===== config.mk =====
export PLATFORM = sky130hd
export DESIGN_NAME = i2s_tx_flat
export DESIGN_NICKNAME = d
export VERILOG_FILES = /design/src/rtl/i2s_tx_if.sv /design/src/rtl/i2s_tx.sv /design/src/flat_wrapper.sv
export SDC_FILE = /design/constraint.sdc
export NUM_CORES = 1
export LEC_CHECK = 0
export ABC_AREA = 1
export CAP_MARGIN = 20
export CORE_ASPECT_RATIO = 1.75
export CORE_MARGIN = 4
export CORE_UTILIZATION = 56
export CTS_BUF_LIST = sky130_fd_sc_hd__clkbuf_8
export CTS_CLUSTER_SIZE = 16
export DETAILED_ROUTE_END_ITERATION = 10
export PLACE_DENSITY = 0.78
export SLEW_MARGIN = 10
export SYNTH_ARGS = -nofsm -noshare
export SYNTH_HDL_FRONTEND = slang
export SYNTH_SLANG_ARGS = --single-unit

===== constraint.sdc =====
create_clock -name clk -period 2.9 [get_ports clk]
set_clock_uncertainty 0.2 [all_clocks]
set_input_delay 0.58 -clock clk [delete_from_list [all_inputs] [get_ports clk]]
set_output_delay 0.58 -clock clk [all_outputs]
set_load 0.02 [all_outputs]

===== src/rtl/i2s_tx_if.sv =====
// Sample-stream handshake into the I2S transmitter: one signed stereo frame per transfer.
interface i2s_tx_if #(parameter int IN_W = 17);
  logic            s_valid;
  logic            s_ready;
  logic [IN_W-1:0] s_left;
  logic [IN_W-1:0] s_right;

  modport master(output s_valid, s_left, s_right, input s_ready);
  modport slave (input s_valid, s_left, s_right, output s_ready);
endinterface


===== src/rtl/i2s_tx.sv =====
// Philips I2S serializer: saturating frame FIFO feeding a self-clocked BCLK/LRCLK/SDATA output.
module i2s_tx #(
  parameter int IN_W       = 17,
  parameter int OUT_W      = 16,
  parameter int BCLK_DIV   = 4,
  parameter int FIFO_DEPTH = 4
) (
  input  logic                          clk,
  input  logic                          rst,
  input  logic                          en,
  i2s_tx_if.slave                       s,
  output logic                          bclk,
  output logic                          lrclk,
  output logic                          sdata,
  output logic                          underrun,
  output logic [$clog2(FIFO_DEPTH):0]   fifo_level
);
  localparam int DW = $clog2(BCLK_DIV);
  localparam int SW = $clog2(2*OUT_W);
  localparam int PW = $clog2(FIFO_DEPTH);
  localparam int LW = PW + 1;
  localparam logic signed [IN_W-1:0] SMAX = IN_W'((2**(OUT_W-1)) - 1);
  localparam logic signed [IN_W-1:0] SMIN = IN_W'(-(2**(OUT_W-1)));

  typedef struct packed {
    logic [OUT_W-1:0] l;
    logic [OUT_W-1:0] r;
  } frame_t;

  function automatic logic [OUT_W-1:0] sat(input logic signed [IN_W-1:0] x);
    if (x > SMAX)      return SMAX[OUT_W-1:0];
    else if (x < SMIN) return SMIN[OUT_W-1:0];
    else               return x[OUT_W-1:0];
  endfunction

  frame_t             mem [FIFO_DEPTH];
  logic [PW-1:0]      wr_ptr, rd_ptr;
  logic [DW-1:0]      div_cnt;
  logic [SW-1:0]      slot_cnt;
  logic [2*OUT_W-1:0] shreg;
  logic               en_q;

  logic tc, fall, slot0, full, empty, push, pop;

  always_comb begin
    tc    = (div_cnt == DW'(BCLK_DIV-1));
    fall  = en_q && tc && bclk;
    slot0 = (slot_cnt == '0);
    full  = (fifo_level == LW'(FIFO_DEPTH));
    empty = (fifo_level == '0);
    push  = s.s_valid && s.s_ready;
    pop   = fall && slot0 && !empty;
  end

  // en_q is cleared asynchronously by rst, so ready is low throughout reset
  assign s.s_ready = en_q && !full;

  always_ff @(posedge clk)
    if (push) mem[wr_ptr] <= '{l: sat(s.s_left), r: sat(s.s_right)};

  always_ff @(posedge clk or posedge rst) begin
    if (rst) begin
      en_q       <= 1'b0;
      div_cnt    <= '0;
      slot_cnt   <= '0;
      bclk       <= 1'b0;
      lrclk      <= 1'b0;
      sdata      <= 1'b0;
      underrun   <= 1'b0;
      shreg      <= '0;
      wr_ptr     <= '0;
      rd_ptr     <= '0;
      fifo_level <= '0;
    end else if (!en) begin
      en_q       <= 1'b0;
      div_cnt    <= '0;
      slot_cnt   <= '0;
      bclk       <= 1'b0;
      lrclk      <= 1'b0;
      sdata      <= 1'b0;
      underrun   <= 1'b0;
      shreg      <= '0;
      wr_ptr     <= '0;
      rd_ptr     <= '0;
      fifo_level <= '0;
    end else begin
      en_q     <= 1'b1;
      underrun <= 1'b0;
      // counting starts the edge after en is first seen, so the first fall lands 2*BCLK_DIV later
      if (en_q) begin
        div_cnt <= tc ? '0 : div_cnt + 1'b1;
        if (tc) bclk <= ~bclk;
        if (fall) begin
          slot_cnt <= (slot_cnt == SW'(2*OUT_W-1)) ? '0 : slot_cnt + 1'b1;
          lrclk    <= (slot_cnt >= SW'(OUT_W));
          // MSB out every slot; at slot 0 that is the previous right LSB, giving the one-slot delay
          sdata    <= shreg[2*OUT_W-1];
          if (slot0) begin
            shreg    <= empty ? '0 : mem[rd_ptr];
            underrun <= empty;
          end else begin
            shreg <= shreg << 1;
          end
        end
      end
      if (push) wr_ptr <= wr_ptr + 1'b1;
      if (pop)  rd_ptr <= rd_ptr + 1'b1;
      fifo_level <= fifo_level + LW'(push) - LW'(pop);
    end
  end
endmodule

===== src/flat_wrapper.sv =====
// flat-port wrapper written by rule: the top's interface ports become plain ports
module i2s_tx_flat 
#(
  parameter int IN_W       = 17,
  parameter int OUT_W      = 16,
  parameter int BCLK_DIV   = 4,
  parameter int FIFO_DEPTH = 4
)
  (clk, rst, en, bclk, lrclk, sdata, underrun, fifo_level, s_s_valid, s_s_left, s_s_right, s_s_ready);
  i2s_tx_if #(.IN_W(IN_W)) s_i ();
  input  logic clk;
  input  logic rst;
  input  logic en;
  output logic bclk;
  output logic lrclk;
  output logic sdata;
  output logic underrun;
  output logic [$clog2(FIFO_DEPTH):0] fifo_level;
  input wire logic [$bits(s_i.s_valid)-1:0] s_s_valid;
  input wire logic [$bits(s_i.s_left)-1:0] s_s_left;
  input wire logic [$bits(s_i.s_right)-1:0] s_s_right;
  output wire logic [$bits(s_i.s_ready)-1:0] s_s_ready;
  assign s_i.s_valid = s_s_valid;
  assign s_i.s_left = s_s_left;
  assign s_i.s_right = s_s_right;
  assign s_s_ready = s_i.s_ready;
  i2s_tx #(.IN_W(IN_W), .OUT_W(OUT_W), .BCLK_DIV(BCLK_DIV), .FIFO_DEPTH(FIFO_DEPTH)) u_core (.clk(clk), .rst(rst), .en(en), .s(s_i), .bclk(bclk), .lrclk(lrclk), .sdata(sdata), .underrun(underrun), .fifo_level(fifo_level));
endmodule

# == Word-level counts from Yosys, hierarchy flattened ==
# Memories as Yosys holds them, arrays and structs flattened.
# Index checks and enable logic that the tools add are counted.
# totals
register_bits,51
ramBits,128
output_inout_bits,8
word_cells,83
memories,1
# op_classes
n_addsub,6
n_lt_le_gt_ge,5
n_eq_ne,8
muxes,39
n_bitwise,1
reduce_logical,12
# mem_list
name,words,word_bits,rd,rd_clocked_by_memory_dff,wr,line,source
u_core.mem,4,32,1,0,1,i2s_tx.sv:36,frame_t mem [FIFO_DEPTH];
# op_table
cell,n
two-way mux 32 bit,5
two-way mux 16 bit,6
"> comparator 17 x 16 -> 1 bit, second input constant",2
"< comparator 17 x 16 -> 1 bit, second input constant",2
two-way mux 5 bit,4
two-way mux 1 bit,16
two-way mux 2 bit,7
"!= test 2 x 1 -> 1 bit, second input constant",5
"adder 2 x 1 -> 2 bit, second input constant",3
logical AND 1 bit,6
"adder 5 x 1 -> 5 bit, second input constant",1
"== test 5 bit, second input constant",1
"greater-or-equal comparator 5 bit, second input constant",1
zero test 5 bit,1
AND reduction 2 bit,2
adder 3 x 1 -> 3 bit,1
"== test 3 bit, second input constant",1
zero test 3 bit,1
two-way mux 3 bit,1
subtractor 3 x 1 -> 3 bit,1
"== test 2 bit, second input constant",1
zero test 1 bit,2
NOT 1 bit,1

# == Logic depth before layout (Yosys ltp) ==
# Gate-level depths: netlist (run 1).
# depth
word_depth,7
mapped_depth,16

# == Worst setup path before layout (run 1) ==
# No wires, ideal clock.
# synth_timing
path_type,reg2reg
startpoint,register u_core.fifo_level[1]
endpoint,memory u_core.mem[0][0] (netlist name) (enable)
setup_time_ns,0.421
arrival_time_ns,2.314
t_required_ns,2.279
path_slack_ns,-0.035
stages_incl_launch_ff,5
path_buffers,0
synth_period_minus_slack_ns,2.935
path_cell_list,dfrtp_1 > inv_1 > nand3_1 > nand3_1 > nor2_1
# synth_via
elab_chain_len,6
# synth_rtl
item,line,source
start: declaration,i2s_tx.sv:16,output logic [$clog2(FIFO_DEPTH):0] fifo_level
start signal: assignment,i2s_tx.sv:108,fifo_level <= fifo_level + LW'(push) - LW'(pop);
== test 3 bit,i2s_tx.sv:49,full = (fifo_level == LW'(FIFO_DEPTH));
zero test 1 bit,i2s_tx.sv:56,assign s.s_ready = en_q && !full;
logical AND 1 bit,i2s_tx.sv:56,
logical AND 1 bit,i2s_tx.sv:51,push = s.s_valid && s.s_ready;
two-way mux 1 bit,i2s_tx.sv:59,"if (push) mem[wr_ptr] <= '{l: sat(s.s_left), r: sat(s.s_right)};"
two-way mux 1 bit (implied by the code),i2s_tx.sv:59,
end: declaration,i2s_tx.sv:36,
# No other way between the ends.

# == Worst setup path after layout (run 1) ==
# layout_timing
startpoint,register u_core.en_q
endpoint,output port s_s_ready
# layout_via
elab_chain_len,1
# layout_rtl
item,line,source
start: declaration,i2s_tx.sv:41,logic en_q;
start signal: assignment,i2s_tx.sv:63,en_q <= 1'b0;
start signal: assignment,i2s_tx.sv:75,en_q <= 1'b0;
start signal: assignment,i2s_tx.sv:87,en_q <= 1'b1;
logical AND 1 bit,i2s_tx.sv:56,
end: declaration,flat_wrapper.sv:22,output wire logic [$bits(s_i.s_ready)-1:0] s_s_ready;
# No other way between the ends.

==> flow_summary.toml, run 1 <==
[die]
initial_core_util_pct = 57.3
io_pins = 46
die_width_um = 100
rows = 58
die_area_um2 = 16900
die_y_um = 169
core_um2 = 14500

[yosys]
synthFlopType = "edfxtp_1"
synth_top_area_cell = "edfxtp_1"
avgSynthCellArea_um2 = 9.10
yosysSeqAreaShare_pct = 61.5
synth_area_um2 = 8320
synth.distinct_cells = 29
synth_seq_cells = 179
synth_top_area_share_pct = 46.2
async_reset_ff_share_pct = 28.5
synth_area_leaders = "edfxtp_1, nand2_1, dfrtp_1"
syn_inst = 914
syn_nets = 963
yosysWarnings = 0
synth_edf_count = 128

[critical_path]
worst_path_max_delay_cell = "clkdlybuf4s50_1"
arrival_ns = 1.89
slowest_delay_ns = 0.63
path_class = "register to primary output"
cp_cell_sequence = "inv_1, a31oi_1, clkdlybuf4s50_1"
critical_path.top_delay_family = "buffers and inverters"
cp.required_ns = 2.12
end_kind = "primary output"
startpoint_type = "register"
path_buf_inv = 2
crit_path_max_fanout = 8

[min_path]
holdCritPathClass = "input port to asynchronous set/reset pin"

[sta]
clock.fmax_mhz = 375
finalCriticalPeriod_ns = 2.67
slew_viol_final = 0
hold_viol = 0
finalSetupViolations = 0
whs_ns = 0.250
tightest_slew_ns = 0.722
rsz0062_at_grt = "false"
slew_headroom_pct = 51.9
finalSetupTns_ns = 0
finalCritPeriodShare_pct = 91.9

[cts]
postCtsHoldBufs = 0
cts_resized = 0
cts_buffer_depth = 2
clk_latency_ns = 0.45
tritoncts = "built"
cts_root_buf = "clkbuf_8"
cts_sinks = 179
post_cts_buffers = 0
htree_levels = 4
clk_pin_slew_ns = 0.10
cts_made_buffers = 17

[final_layout]
mostFrequentLayoutCell = "nand2_1"
drive_above_1_share_pct = 7.20
fin_cells = 1152
nNetsFinal = 1008
fillers = 1223
diodes = 0
layout-area-overhead-vs-synth_pct = 13.2
layout_common_cells = "nand2_1, inv_1, edfxtp_1, nand3_1, dfrtp_1"

[routing]
drcViolationCount = 0
vias = 5848
drt-total-wl_um = 16200
first_pass_iters = 5
ant_nets = 0
wl_per_cell_um = 14.0
viasPerCell = 5.08
drt_iter0_markers = 331

[pwr]
worst_ir_drop_vdd_mv = 0.357
leakagePower_nw = 4.51
power_density_nw_per_um2 = 514

[placed_design]
placement.io_buffers = 45
dp.cells = 1120
place_hpwl_um = 10100
gp_congestion = 0.780

[grt]
grt_start_max_net_pins = 67
grt_pass1_wl_um = 26500
grt_antenna_before_repair = 0
grt_util_all_layers_pct = 19.9
grt_pass1_vias = 5676
grt-ovfl-total = 0

[flow_run]
cap_violations = 0

[run_status]
status = "complete, no violations"
-- where the power goes --
part	internal [W]	leakage, nW	switching, W
logic	0.000149	2.46	0.000248
registers	0.00282	1.86	0.0000211
clock network	0.000756	0.182	0.000852
-- cell usage after synthesis (2+ instances only) --
master / instances
nand2_1: 382
inv_1: 143
edfxtp_1: 128
nand3_1: 72
dfrtp_1: 51
o21ai_0: 32
clkbuf_1: 16
nor2_1: 16
buf_2: 15
ha_1: 10
buf_4: 8
o21ai_1: 8
inv_2: 6
a21oi_1: 4
buf_6: 3
nand4_1: 3
xor2_1: 3
nand2_4: 2
nor2_8: 2
-- layer usage --
metal	wire length, µm	global-route usage (%)	part of all wire [%]
met3	598	3.17	3.7
met4	348	6.74	2.2
met5	0	0	0
met1	6350	22.6	39
met2	8880	37.3	55
-- layout make-up --
cell class	count	area (µm²)	area share [%]
Multi-Input combinational cell	544	2420	25.7
Sequential cell	179	5120	54.4
Tap cell	180	225	2.39
Timing Repair Buffer	68	711	7.55
Clock buffer	17	234	2.48
Clock inverter	15	146	1.55
Inverter	149	559	5.94
-- state kept, by name, indices dropped and copies added (netlist names) --
register	flops
u_core.slot_cnt	5
u_core.sdata	1
u_core.en_q	1
u_core.wr_ptr	2
u_core.fifo_level	3
u_core.rd_ptr	2
u_core.lrclk	1
u_core.underrun	1
u_core.bclk	1
u_core.div_cnt	2
u_core.shreg	32
u_core.mem	128
-- through the flow --
stage,setup WS (ns),total power (W),util (%),instance area [µm²]
6_report,0.235,0.00484,64.9,9420
5_1_grt,0.116,0.00502,64.9,9420
4_1_cts,0.220,0.00487,64.9,9420
3_5_place_dp,0.407,0.00330,62.3,9040
3_3_place_gp,0.412,0.00329,62.3,9040
2_1_floorplan,-0.0347,0.00314,-,8320
-- cell families (layout without fill, tap and decap cells) --
kind of cell / after synthesis / in the layout / share of synthesized area [%]
buffers and inverters: 191 / 249 / 9.47
flip-flops: 179 / 179 / 61.5
AND/OR/NAND/NOR: 481 / 481 / 23.8
AO/OA/AOI/OAI: 48 / 48 / 3.02
adder cells (fa/ha/maj): 11 / 11 / 1.74
XOR/XNOR: 4 / 4 / 0.421
-- path summary, 6_finish.rpt --
check	from	end	slack (ns)	cells past startpoint
min in group clk	u_core.shreg[26]	u_core.shreg[26]	0.29	2
setup / recovery	u_core.en_q	s_s_ready	0.23	3
hold reg to reg	u_core.shreg[26]	u_core.shreg[26]	0.29	2
setup reg to reg	u_core.slot_cnt[0]	u_core.fifo_level[2]	0.42	15
hold / removal	rst	u_core.div_cnt[0]	0.25	2
max in group asynchronous	rst	u_core.shreg[20]	1.73	3
Note: power is estimated with default switching activity, not from simulation.
==> inputs of run 2 (changes only) <==
--- a/config.mk
+++ b/config.mk
@@ -7,12 +7,13 @@
 export LEC_CHECK = 0
 export ABC_AREA = 1
 export CAP_MARGIN = 20
-export CORE_ASPECT_RATIO = 1.75
+export CORE_ASPECT_RATIO = 1.4
 export CORE_MARGIN = 4
 export CORE_UTILIZATION = 56
 export CTS_BUF_LIST = sky130_fd_sc_hd__clkbuf_8
 export CTS_CLUSTER_SIZE = 16
 export DETAILED_ROUTE_END_ITERATION = 10
+export MAX_ROUTING_LAYER = met4
 export PLACE_DENSITY = 0.78
 export SLEW_MARGIN = 10
 export SYNTH_ARGS = -nofsm -noshare
==> flow_summary.toml, run 2 (synthesis gave the netlist of run 1 again) <==
[sta]
finalSetupTns_ns = 0
finalCritPeriodShare_pct = 90.6
finalSetupViolations = 0
finalCriticalPeriod_ns = 2.63
slew_viol_final = 0
slew_headroom_pct = 53.8
fin_ws_ns = 0.272
tightest_slew_ns = 0.693
hold_viol = 0
clock.fmax_mhz = 380
rsz0062_at_grt = "false"

[cts]
cts_resized = 0
cts_root_buf = "clkbuf_8"
cts_sinks = 179
clk_pin_slew_ns = 0.09
htree_levels = 4
post_cts_buffers = 0
tritoncts = "built"
cts_made_buffers = 17
clk_latency_ns = 0.46
cts_buffer_depth = 2
postCtsHoldBufs = 0

[routing]
first_pass_iters = 5
drt_iter0_markers = 342
drt-total-wl_um = 16700
wl_per_cell_um = 14.4
drcViolationCount = 0
vias = 5897
viasPerCell = 5.08
ant_nets = 0

[grt]
grt_antenna_before_repair = 0
grt_pass1_wl_um = 27300
grt-ovfl-total = 0
grt_util_all_layers_pct = 20.5
grt_pass1_vias = 5792
grt_start_max_net_pins = 67

[placed_design]
place_hpwl_um = 10400
post-place-ws_ns = 0.398
placement.io_buffers = 45
gp_congestion = 0.790
dp.cells = 1129

[final_layout]
reg.largest.list = "u_core.mem: 128 flops, u_core.shreg: 32 flops, u_core.slot_cnt: 5 flops"
top_register = "u_core.mem"
largest_reg_flops = 128
fin_cells = 1161
fillers = 1145
diodes = 0
drive_above_1_share_pct = 7.51
nNetsFinal = 1008
multiInputGateArea_um2 = 2420
layout-area-overhead-vs-synth_pct = 13.2
mostFrequentLayoutCell = "nand2_1"
regArea_um2 = 5120
layout_common_cells = "nand2_1, inv_1, edfxtp_1, nand3_1, dfrtp_1"

[run_status]
status = "complete, no violations"

[critical_path]
end_kind = "primary output"
path_class = "register to primary output"
startpoint_type = "register"
crit_path_max_fanout = 5
arrival_ns = 1.85
cp.required_ns = 2.12

[die]
die_area_um2 = 16900
rows = 52
io_pins = 46
core_um2 = 14500
die_width_um = 111
die_y_um = 152
initial_core_util_pct = 57.3

[pwr]
worst_ir_drop_vdd_mv = 0.264
leakagePower_nw = 4.51
power_density_nw_per_um2 = 515

[min_path]
holdCritPathClass = "input port to asynchronous set/reset pin"

[flow_run]
cap_violations = 0
## run 2: cell types whose count changed in the layout (fill, tap and decap cells not counted), moves of 2 or more
| cell | delta |
|---|---|
| clkinvlp_4 | -5 |
| inv_6 | +4 |
| clkinv_4 | +2 |
| inv_1 | -2 |
## run 2: layout make-up
type / instances / area share (%)
Clock inverter: 14 / 1.38
Inverter: 149 / 5.94
Timing Repair Buffer: 68 / 7.42
Sequential cell: 179 / 54.4
Tap cell: 189 / 2.51
Clock buffer: 18 / 2.63
Multi-Input combinational cell: 544 / 25.7
## run 2: final timing paths
check	startpoint	endpoint	slack (ns)	cells past startpoint
worst max-delay path	u_core.fifo_level[1]	s_s_ready	0.27	3
worst min-delay path	rst	u_core.bclk	0.19	2
worst max register to register	u_core.slot_cnt[0]	u_core.fifo_level[2]	0.41	15
worst min register to register	u_core.shreg[23]	u_core.shreg[23]	0.29	2
max in group asynchronous	rst	u_core.shreg[11]	1.72	3
min in group clk	u_core.shreg[23]	u_core.shreg[23]	0.29	2
## run 2: per-stage QoR
stage	util [%]	hold slack [ns]	instance area (µm²)	total power, W
floorplan	-	0.249	8320	0.00314
global placement	62.3	0.262	9040	0.00328
detailed placement	62.3	0.265	9040	0.00329
CTS	64.9	0.190	9420	0.00488
global route	64.9	0.219	9420	0.00504
finish	64.9	0.194	9420	0.00485
## run 2: worst max-delay path: stages, from the launching register on
cell,delay (ns)
dfrtp_1,0.51
inv_1,0.09
a31oi_1,0.17
clkdlybuf4s50_1,0.62
## run 2: per-layer routing
| metal | vias up | track usage, % | share of wire (%) |
|---|---|---|---|
| li1 | 2933 | - | - |
| met1 | 2801 | 23.5 | 41 |
| met2 | 137 | 36.6 | 53 |
| met3 | 26 | 3.06 | 3.7 |
| met4 | 0 | 7.42 | 1.8 |
| met5 | - | - | 0 |
## run 2: power by group
group / total, W / leakage, nW / switching [W] / internal, W
Clock: 0.00162 / 0.192 / 0.000906 / 0.000714
Sequential: 0.00284 / 1.86 / 0.0000215 / 0.00282
Combinational: 0.000393 / 2.45 / 0.000248 / 0.000145
==> inputs of run 3 (changes only) <==
--- a/config.mk
+++ b/config.mk
@@ -9,12 +9,13 @@
 export CAP_MARGIN = 20
 export CORE_ASPECT_RATIO = 1.4
 export CORE_MARGIN = 4
-export CORE_UTILIZATION = 56
+export CORE_UTILIZATION = 60
 export CTS_BUF_LIST = sky130_fd_sc_hd__clkbuf_8
 export CTS_CLUSTER_SIZE = 16
 export DETAILED_ROUTE_END_ITERATION = 10
+export DONT_BUFFER_PORTS = 1
 export MAX_ROUTING_LAYER = met4
-export PLACE_DENSITY = 0.78
+export PLACE_DENSITY = 0.79
 export SLEW_MARGIN = 10
 export SYNTH_ARGS = -nofsm -noshare
 export SYNTH_HDL_FRONTEND = slang
==> flow_summary.toml, run 3 (synthesis gave the netlist of run 1 again) <==
[run_status]
status = "complete, no violations"

[min_path]
hold_end = "u_core.div_cnt[1]"
holdCritPathClass = "input port to register"
hold_depth = 2
hp-start = "en"

[routing]
met2_length_um = 8580
drcViolationCount = 0
first_pass_iters = 5
drt_iter0_markers = 395
topRoutingLayerUsed = "met4"
vias = 5641
wl_per_cell_um = 14.6
ant_nets = 0
wl_met3_um = 828
wl_met1_um = 6490
drt-total-wl_um = 16200
viasPerCell = 5.10

[critical_path]
path_class = "register to register"
cp.required_ns = 3.10
arrival_ns = 2.74
rrSetupSlack_ns = 0.36
worst_path_max_delay_cell = "dfrtp_1"
rr_endpoint = "u_core.fifo_level[2]"
slowest_delay_ns = 0.43
path_buf_inv = 5
crit_path_max_fanout = 5
timing.critical_path.mode_cell = "inv_1"
startpoint_type = "register"
end_kind = "register"
critical_path.top_delay_family = "adder cells"
cp_cell_sequence = "inv_1, ha_1, inv_1, nor2_1, nand2_4, nor2_8, nand2_1, inv_2, ha_1, inv_1, ha_1, inv_1, fa_1, xor2_1, nor2_1"
reg2reg_depth = 15
rr_startpoint = "u_core.slot_cnt[0]"

[grt]
grt_start_max_net_pins = 67
grt_pass1_wl_um = 26900
grt-ovfl-total = 0
grt_pass1_vias = 5600
grt_antenna_before_repair = 0
grt_util_all_layers_pct = 22.3

[sta]
slew_headroom_pct = 51.0
slew_viol_final = 0
tightest_slew_ns = 0.735
finalSetupTns_ns = 0
finalSetupViolations = 0
hold_viol = 0
whs_ns = 0.0505
rsz0062_at_grt = "false"
clock.fmax_mhz = 393
finalCriticalPeriod_ns = 2.54
finalCritPeriodShare_pct = 87.7

[cts]
clk_latency_ns = 0.46
cts_root_buf = "clkbuf_8"
cts_resized = 0
clk_pin_slew_ns = 0.11
htree_levels = 4
post_cts_buffers = 0
postCtsHoldBufs = 4
tritoncts = "built"
cts_made_buffers = 17
cts_sinks = 179
cts_buffer_depth = 2

[final_layout]
layout_common_cells = "nand2_1, inv_1, edfxtp_1, nand3_1, dfrtp_1"
diodes = 0
largest_reg_flops = 128
layout-area-overhead-vs-synth_pct = 7.38
fin_area_um2 = 8930
top_register = "u_core.mem"
drive_above_1_share_pct = 7.14
mostFrequentLayoutCell = "nand2_1"
final_util_pct = 66.1
reg.largest.list = "u_core.mem: 128 flops, u_core.shreg: 32 flops, u_core.slot_cnt: 5 flops"
nNetsFinal = 961

[die]
die_area_um2 = 15800
io_pins = 46
core_um2 = 13500
rows = 50
initial_core_util_pct = 61.6
die_width_um = 108
die_y_um = 147

[flow_run]
cap_violations = 0

[pwr]
leakagePower_nw = 4.32
total_power_w = 0.00500
worst_ir_drop_vdd_mv = 0.329
power_density_nw_per_um2 = 559

[placed_design]
placement.io_buffers = 0
gp_congestion = 0.766
place_area_um2 = 8440
place_hpwl_um = 9670
==> run 3: cell count changes in the layout (fill, tap and decap cells not counted), sizes merged, moves of 2 or more <==
cell           change
buf                -8
bufinv             +2
clkdlybuf4s50     -45
clkinv             -4
clkinvlp           +2
dlygate4sd3        +6
==> run 3: how the worst max path moves through the flow <==
| stage | cells after the start | end | slack, ns | startpoint |
|---|---|---|---|---|
| detailed placement | 15 | u_core.fifo_level[2] | 0.35 | u_core.slot_cnt[0] |
| global route | 15 | u_core.fifo_level[2] | 0.17 | u_core.slot_cnt[0] |
| finish | 15 | u_core.fifo_level[2] | 0.36 | u_core.slot_cnt[0] |
| CTS | 15 | u_core.fifo_level[2] | 0.33 | u_core.slot_cnt[0] |
| global placement | 15 | u_core.fifo_level[2] | 0.43 | u_core.slot_cnt[0] |
| floorplan | 4 | u_core.mem[0][0] | -0.03 | u_core.fifo_level[1] |
==> run 3: area by class of cell <==
type | instances | area (µm²)
flip-flops and latches | 179 | 5120
fillers | 1090 | 4580
multi-input cells | 544 | 2420
inverters | 149 | 559
clock buffers | 17 | 234
well taps | 182 | 228
clock inverters | 15 | 198
repair buffers | 21 | 173
==> run 3: per-layer routing <==
| metal | global-route usage, % | vias up |
|---|---|---|
| met1 | 26.8 | 2620 |
| met2 | 38.2 | 151 |
| li1 | - | 2836 |
| met3 | 3.43 | 34 |
| met5 | - | - |
| met4 | 7.83 | 0 |
==> run 3: where the power goes <==
part	switching [W]	leakage (nW)	internal, W
Clock	0.000959	0.206	0.000881
Sequential	0.0000240	1.86	0.00282
Combinational	0.000228	2.25	0.0000885
Total	0.00121	4.32	0.00379
==> run 3: through the flow <==
step	std cells	setup slack, ns
after floorplan	914	-0.0347
after CTS	1105	0.331
after detailed placement	1069	0.351
after global placement	1069	0.429
after global routing	1107	0.172
final	1107	0.358
==> run 3: worst register-to-register path, delay by kind of cell, from the launching register on <==
| kind | cells | cell delay (ns) |
|---|---|---|
| fa+ha+maj | 4 | 0.86 |
| buf+inv | 5 | 0.29 |
| simple gates | 5 | 0.56 |
| xor+xnor | 1 | 0.17 |
| flops | 1 | 0.43 |
